`config.mk`:
```
export PLATFORM = sky130hd
export DESIGN_NAME = delay_chk_lane
export DESIGN_NICKNAME = d
export VERILOG_FILES = /design/src/rtl/delay_chk_pkg.sv /design/src/rtl/delay_chk_lane.sv
export SDC_FILE = /design/constraint.sdc
export NUM_CORES = 1
export LEC_CHECK = 0
export CORE_MARGIN = 3
export CORE_UTILIZATION = 25
export DETAILED_ROUTE_END_ITERATION = 16
export HOLD_SLACK_MARGIN = 0.15
export SLEW_MARGIN = 40
export SYNTH_ARGS = -nofsm -noshare
export SYNTH_HDL_FRONTEND = slang
export SYNTH_SLANG_ARGS = --single-unit
export TNS_END_PERCENT = 10
```
`constraint.sdc`:
```
create_clock -name clk -period 2.45 [get_ports clk]
set_input_delay 0.49 -clock clk [delete_from_list [all_inputs] [get_ports clk]]
set_output_delay 0.49 -clock clk [all_outputs]
set_load 0.03 [all_outputs]
```
`src/rtl/delay_chk_pkg.sv`:
```
// Shared limits and helpers for the delayed-sequence checker.
// Imported by the lane and the top level.
package delay_chk_pkg;

    localparam int MAX_CHANNELS = 16;
    localparam int MAX_DELAY    = 16;
    localparam int PC_W         = 5;

    typedef logic [PC_W-1:0] pc_t;

    typedef struct packed {
        pc_t  n_pass;
        logic fail;
    } lane_res_t;

    function automatic pc_t popcount(input logic [MAX_DELAY-1:0] v);
        pc_t n;
        n = '0;
        for (int i = 0; i < MAX_DELAY; i++) begin
            n = n + {{(PC_W-1){1'b0}}, v[i]};
        end
        return n;
    endfunction

endpackage

```
`src/rtl/delay_chk_lane.sv`:
```
// One checker lane: tracks pending a->b attempts by age.
// Resolves passes inside the window and fails at the last age.
module delay_chk_lane
    import delay_chk_pkg::*;
#(
    parameter int MIN_DLY = 2,
    parameter int MAX_DLY = 2,
    parameter int CNT_W   = 8
) (
    input  logic             clk,
    input  logic             rst_n,
    input  logic             en,
    input  logic             a,
    input  logic             b,
    input  logic             clr,
    output logic             pass_pulse,
    output logic             fail_pulse,
    output logic [CNT_W-1:0] pass_cnt,
    output logic [CNT_W-1:0] fail_cnt,
    output logic             err_sticky,
    output logic             busy
);

    logic [MAX_DLY-1:0]   vec_q;
    logic [MAX_DLY-1:0]   vec_d;
    logic [MAX_DLY:1]     age;
    logic [MAX_DLY:1]     win;
    logic [MAX_DLY:1]     hit;
    logic [MAX_DELAY-1:0] pc_in;
    lane_res_t            res;

    function automatic logic [CNT_W-1:0] sat_add(
        input logic [CNT_W-1:0] c,
        input pc_t              n
    );
        logic [CNT_W+PC_W:0] s;
        s = {{(PC_W+1){1'b0}}, c} + {{(CNT_W+1){1'b0}}, n};
        if (s > {{(PC_W+1){1'b0}}, {CNT_W{1'b1}}}) begin
            return {CNT_W{1'b1}};
        end
        return s[CNT_W-1:0];
    endfunction

    // vec_q[j] is an attempt that will be j+1 edges old at the coming edge
    assign age = vec_q;

    always_comb begin
        win = '0;
        for (int k = 1; k <= MAX_DLY; k++) begin
            win[k] = (k >= MIN_DLY);
        end
    end

    always_comb begin
        hit   = b ? (age & win) : '0;
        pc_in = '0;
        pc_in[MAX_DLY-1:0] = hit;
        res.n_pass = popcount(pc_in);
        res.fail   = age[MAX_DLY] & ~b;
    end

    always_comb begin
        vec_d    = '0;
        vec_d[0] = a & en;
        for (int k = 1; k < MAX_DLY; k++) begin
            vec_d[k] = age[k] & ~hit[k];
        end
    end

    assign busy = |vec_q;

    always_ff @(posedge clk or negedge rst_n) begin
        if (!rst_n) begin
            vec_q      <= '0;
            pass_pulse <= 1'b0;
            fail_pulse <= 1'b0;
            pass_cnt   <= '0;
            fail_cnt   <= '0;
            err_sticky <= 1'b0;
        end else begin
            vec_q      <= vec_d;
            pass_pulse <= |hit;
            fail_pulse <= res.fail;
            if (clr) begin
                pass_cnt   <= '0;
                fail_cnt   <= '0;
                err_sticky <= 1'b0;
            end else begin
                pass_cnt   <= sat_add(pass_cnt, res.n_pass);
                fail_cnt   <= sat_add(fail_cnt, {{(PC_W-1){1'b0}}, res.fail});
                err_sticky <= err_sticky | res.fail;
            end
        end
    end

endmodule

```
Word level (Yosys, flattened, before mapping):

Cells that the tools add are included.

* div/mod/pow operators: 0
* magnitude comparators: 2
* bitwise operators: 6
* $add $sub $neg: 3
* eq/ne operators: 0
* multipliers: 0
* reductions and logical operators: 2
* mux-type cells: 12
* shifts and indexed selects: 0

Operators with widths (number)
* 8-bit two-way mux: 6
* 9-bit by 8-bit greater-than comparator with 1-bit output (second input constant): 2
* 8-bit by 1-bit adder with 9-bit output: 1
* 8-bit by 2-bit adder with 9-bit output: 1
* 1-bit two-way mux: 5
* 2-bit OR reduction: 2
* 1-bit bitwise AND: 3
* 1-bit by 1-bit adder with 2-bit output: 1
* 2-bit two-way mux: 1
* 1-bit NOT: 2
* 1-bit bitwise OR: 1

* flip-flop bits (word level): 21
* memories: 0
* word-level logic and storage cells: 31
* RAM bits: 0
* bits in read-only memories: 0
* latch bits: 0
* output and inout bits: 20
* input port bits: 6

Depth between registers and ports, before layout:

Gate-level depths: netlist of run 1.

* depth in word-level cells: 8
* depth in mapped cells: 6
* depth with buffers taken out: 5

Worst setup path before layout of run 1:

No wires, ideal clock.

* kind: input -> register
* start: in b
* end: reg fail_cnt[5]
* buffers on the path: 1
* stages: 6
* setup time: 99 ps
* data required time: 2351 ps
* arrival: 1442 ps
* setup slack: 909 ps
* cells stage by stage: nor2b_1 ha_1 and2_0 buf_2 a21oi_1 a311oi_1

* longest elaborated chain between the ends: 8

Ends and longest elaborated chain
* from (decl): line delay_chk_lane.sv:14 `input logic b,`
* 1-bit NOT (*): line delay_chk_lane.sv:59 `res.fail = age[MAX_DLY] & ~b;`
* 1-bit bitwise AND (*): line delay_chk_lane.sv:59
* 8-bit by 1-bit adder with 9-bit output (*): line delay_chk_lane.sv:37 `s = {{(PC_W+1){1'b0}}, c} + {{(CNT_W+1){1'b0}}, n};`
* 9-bit by 8-bit greater-than comparator with 1-bit output: line delay_chk_lane.sv:38 `if (s > {{(PC_W+1){1'b0}}, {CNT_W{1'b1}}}) begin`
* 1-bit two-way mux: line delay_chk_lane.sv:38
* 1-bit two-way mux: line delay_chk_lane.sv:84 `if (clr) begin`
* 8-bit two-way mux (*): line delay_chk_lane.sv:41 `return s[CNT_W-1:0];`
* 8-bit two-way mux (*): line delay_chk_lane.sv:84
* to (signal assigned): line delay_chk_lane.sv:90 `fail_cnt <= sat_add(fail_cnt, {{(PC_W-1){1'b0}}, res.fail});`
* to (decl): line delay_chk_lane.sv:19 `output logic [CNT_W-1:0] fail_cnt,`

Mark *: on every way between the ends. The rest lies on a longest branch, timed or not. The select of a mux whose other input is x is not followed.

Worst setup path in the final report of run 1:

* start: reg vec_q[1] (netlist: age[2])
* end: out busy

* longest elaborated chain between the ends: 1

Ends and longest elaborated chain
* from (decl): line delay_chk_lane.sv:24 `logic [MAX_DLY-1:0] vec_q;`
* from (signal assigned): line delay_chk_lane.sv:81 `vec_q <= vec_d;`
* 2-bit OR reduction: line delay_chk_lane.sv:70 `assign busy = |vec_q;`
* to (decl): line delay_chk_lane.sv:21 `output logic busy`

Every way passes these cells.

==> results of run 1 <==
[stage by stage]
stage               worst slack, ns  power, mW  hold slack, ns  instance area [µm²]
finish                        0.432      0.636           0.382                 1340
global route                  0.266      0.662           0.401                 1340
CTS                           0.420      0.648           0.389                 1340
detailed placement            0.177      0.418           0.371                 1290
global placement              0.285      0.417           0.356                 1290
floorplan                     0.909      0.388           0.194                  992
[report_power, final]
group / switching [mW] / total [mW] / internal [mW]
clock: 0.110 / 0.226 / 0.116
combinational: 0.0308 / 0.0535 / 0.0227
sequential: 0.00456 / 0.357 / 0.352
[cells by family after synthesis]
logic type	Yosys count	synth area share, %
buf+inv	8	3.53
simple gates	31	18.8
fa+ha+maj	4	5.04
flops	21	53.0
xor+xnor	4	3.53
compound gates	25	16.1
[worst max-delay path: stages (launching register included)]
cell	delay [ns]
dfrtp_1	0.39
or2_2	0.29
clkdlybuf4s50_1	0.59
[metal layers]
metal,vias up,GRT usage (%),share of wire [%]
met4,0,2.82,1.2
li1,398,-,-
met1,403,12.3,45
met3,4,3.06,4.5
met5,-,0,0
met2,24,17.4,50
[registers in the layout, summed over array words and instances, names as in the netlist]
name	flops
age	2
fail_pulse	1
err_sticky	1
pass_cnt	8
pass_pulse	1
fail_cnt	8
[worst paths after layout]
path                                     to  cells past startpoint  startpoint  slack [ns]
worst max-delay path                   busy                      2      age[2]        0.43
worst min-delay path                 age[2]                      0      age[1]        0.38
worst max register to register  fail_cnt[3]                      5      age[2]        0.74
worst min register to register       age[2]                      0      age[1]        0.38
max in group asynchronous       pass_cnt[0]                      2       rst_n        1.65
min in group asynchronous       fail_cnt[0]                      2       rst_n        0.58
[area by class of cell]
class                      instances  area (µm²)  area share [%]
multi-input combinational         64         432            32.3
tap                               48        60.1            4.50
timing repair buffer              26         258            19.3
inverter                           4        15.0            1.12
sequential                        21         526            39.4
clock buffer                       4        45.0            3.37
[cell usage after synthesis, types with 2 or more instances]
library cell	number
dfrtp_1	21
a21oi_1	14
nor3_1	7
a311oi_1	4
ha_1	4
inv_1	4
nand3_1	4
and3_1	3
nor2_1	3
a41oi_1	2
and2_1	2
and4_1	2
clkbuf_1	2
nor2b_1	2
xnor2_1	2
xor2_1	2
==> impl_metrics.ini, run 1 <==
[hold_path]
hp-class = reg -> reg

[yosys]
netlist_instances = 93
ys_seq_area_share_pct = 53.0
avgSynthCellArea_um2 = 10.7
synthFlopType = dfrtp_1
netlist_top_cells_area = dfrtp_1 (53%), a21oi_1 (7.1%), ha_1 (5.0%), a311oi_1 (3.5%), nor3_1 (3.5%)
ys_types = 31
synth_edf_count = 0
synth_async_sr_flop_share_pct = 100
syn-num-nets = 103
synth_area_um2 = 992
yosysTopAreaCell = dfrtp_1
synth-seq-cells = 21
yosysWarnings = 0
synth_top_area_share_pct = 53.0

[cells_and_area]
final_common_cell = clkdlybuf4s50_1
syn2layout_area_growth_pct = 34.6
drive_above_1_share_pct = 5.04
mostFrequentLayoutCells = clkdlybuf4s50_1 (25), dfrtp_1 (21), a21oi_1 (14)
nFillCells = 392
fin_nets = 130
final_util_pct = 35.7
instances_no_fill = 167
n_antenna_cell = 0

[sta]
slew_headroom_pct = 57.1
final_max_slew_viol_count = 0
fmax_mhz = 495
rsz0062_at_grt = false
layout_min_cycle_time_ns = 2.02
fin_skew_ns = 0.00671
finalHoldViolCount = 0
tightest_slew_ns = 0.641
tns_ns = 0
period_share_pct = 82.4
setup_viol = 0

[cts]
htreeDepth = 1
ctsRootBufferMaster = clkbuf_8
cts-resized-gates = 0
cts_made_buffers = 3
hold_buffers = 0
postCtsSetupBuffers = 0
cts_tree = built
insertion_delay_ns = 0.26
clk_path_buf_depth = 2
path_clk_slew_ns = 0.07
cts_num_sinks = 21

[critical_path]
crit_path_end_kind = output pin
start_kind = register
path_max_fanout = 3
criticalPathCategory = reg -> out
crit_arrival_ns = 1.53
critPathRequiredTime_ns = 1.96

[die]
die-area_um2 = 4760
start_util_pct = 26.5
die_h_um = 69
core_area_um2 = 3740
die_x_um = 69
pin_count = 26
std_cell_rows = 22

[route]
first_iter_violations = 23
wl_mm = 2.31
drc = 0
wl_per_cell_um = 13.8
viasPerCell = 4.96
final_antenna_net_count = 0
vias = 829
dr.pass1.iters = 4

[placement]
dp_cells = 163
portBuffers = 25
gp_congestion = 0.766
dp_hpwl_mm = 1.66

[grt]
grt_pass1_vias = 871
grt_pass1_wl_mm = 4.09
grt.total_usage_pct = 10.2
gr-total-overflow = 0
antenna_found_initial = 0
grt_max_degree = 22

[power_and_ir_drop]
leakage_nw = 0.541
vdd_ir_drop_max_mv = 0.298
power-per-cell-area_nw_per_um2 = 476

[status]
status = finished, final reports clean

[job]
maxCapViolations = 0
Power figures use the tool's default switching activity.
==> inputs of run 2 (changes only) <==
==> constraint.sdc (replaced) <==
create_clock -name clk -period 1.7 [get_ports clk]
set_input_delay 0.34 -clock clk [delete_from_list [all_inputs] [get_ports clk]]
set_output_delay 0.34 -clock clk [all_outputs]
set_load 0.03 [all_outputs]
==> run 2 against run 1 <==
Against the previous run: non-clock buffer count grew 13; total power grew 45%; critical path type unchanged; count of clock-buffer cells in the layout is the same; largest cell class unchanged; first-iteration DRC count grew 17%; final cell count grew 7.8%; setup slack lost 0.39 ns; critical endpoint is now fail_cnt[0]; utilization grew 2.9 points; hold slack lost 0.0022 ns.
==> impl_metrics.ini, run 2 (same netlist as run 1, synthesis figures left out) <==
[cts]
ctsRootBufferMaster = clkbuf_8
insertion_delay_ns = 0.25
clk_path_buf_depth = 2
path_clk_slew_ns = 0.07
cts_num_sinks = 21
cts_made_buffers = 3
htreeDepth = 1
cts_tree = built

[die]
pin_count = 26
core_area_um2 = 3740
start_util_pct = 26.5
die_x_um = 69
die_h_um = 69
die-area_um2 = 4760
std_cell_rows = 22

[cells_and_area]
nFillCells = 389
n_antenna_cell = 0
post-route-cell-area_um2 = 1450
multi_input_area_um2 = 450
syn2layout_area_growth_pct = 45.6
final_common_cell = dfrtp_1
regArea_um2 = 526
instances_no_fill = 180
drive_above_1_share_pct = 18.2
fin_nets = 143
mostFrequentLayoutCells = dfrtp_1 (21), a21oi_1 (14), clkdlybuf4s50_1 (14), buf_4 (14), dlygate4sd2_1 (9)

[sta]
rsz0062_at_grt = false
tightest_slew_ns = 0.323
whs_ns = 0.379
setup_ws_ns = 0.0453
fin_skew_ns = 0.00113
slew_headroom_pct = 78.5
period_share_pct = 97.3
final_max_slew_viol_count = 0
finalHoldViolCount = 0
setup_viol = 0
fmax_mhz = 604
layout_min_cycle_time_ns = 1.65

[job]
maxCapViolations = 0

[critical_path]
reg2reg_from = age[2]
worstReg2RegEnd = fail_cnt[4]
slowest_stage = clkdlybuf4s50_1
critPathRequiredTime_ns = 1.36
crit_arrival_ns = 1.31
cp_num_buf_inv = 1
crit_path_end = fail_cnt[0]
crit_path_end_kind = output pin
start_kind = register
reg2reg_depth = 5
path_cells = clkdlybuf4s50_1
ff2ff_setup_slack_ns = 0.27
crit_cells = 1
criticalPathCategory = reg -> out
critPathLaunch = fail_cnt[0]
crit_family = buffers and inverters
path_max_fanout = 3
cp_slowest_stage_delay_ns = 0.68

[grt]
grt_pass1_wl_mm = 3.94
grt.total_usage_pct = 9.64
grt_pass1_vias = 901
gr-total-overflow = 0
antenna_found_initial = 0
grt_max_degree = 22

[route]
vias = 871
drc = 0
dr.pass1.iters = 4
final_antenna_net_count = 0
wl_per_cell_um = 13.4
first_iter_violations = 27
wl_mm = 2.42
viasPerCell = 4.84

[power_and_ir_drop]
vdd_ir_drop_max_mv = 0.611
power_mw = 0.919
leakage_nw = 0.686
power-per-cell-area_nw_per_um2 = 636

[placement]
gp_congestion = 0.735
preCtsSetupSlack_ns = -0.256
dp_cells = 176
placed_area_um2 = 1390
dp_hpwl_mm = 1.76
portBuffers = 25

[hold_path]
hold_depth = 0
worstHoldStart = age[1]
hp-class = reg -> reg

[status]
status = finished, final reports clean
## run 2: cell count changes in the layout (fill, tap and decap cells not counted), moves of 2 or more
| cell | change |
|---|---|
| buf_4 | +13 |
| clkdlybuf4s50_1 | -11 |
| dlygate4sd2_1 | +9 |
| dlymetal6s2s_1 | +2 |
## run 2: final cells by class
cell class	count	share of cell area [%]
sequential	21	36.4
multi-input combinational	64	31.2
timing repair buffer	39	24.2
tap	48	4.16
clock buffer	4	3.12
inverter	4	1.04
## run 2: timing repair
item | 4_1_cts | 5_1_grt
hold buffers | 0 | 0
setup endpoints to repair | 9 | 11
buffers inserted | 0 | 0
gates resized for setup | 9 | 9
## run 2: worst min path at each step
stage | end | slack, ns
finish | age[2] | 0.38
global route | age[2] | 0.41
CTS | age[2] | 0.38
detailed placement | age[2] | 0.37
global placement | age[2] | 0.35
floorplan | age[1] | 0.04
## run 2: per-stage QoR
stage,utilization [%],TNS (ns)
6_report,38.6,0
3_3_place_gp,37.1,-1.90
4_1_cts,38.0,0
2_1_floorplan,-,0
3_5_place_dp,37.1,-2.63
5_1_grt,38.6,0
## run 2: per-layer routing
layer  vias to the layer above  global-route usage, %  share of wire [%]
met2                        19                   17.2                 50
li1                        419                      -                  -
met3                         0                   3.06                4.1
met1                       433                   11.8                 45
met5                         -                      0                  0
met4                         0                  0.651                  0
## run 2: power by group
group          switching [mW]  total, mW  internal (mW)
combinational          0.0469     0.0837         0.0368
sequential            0.00510      0.513          0.508
clock                   0.156      0.323          0.167
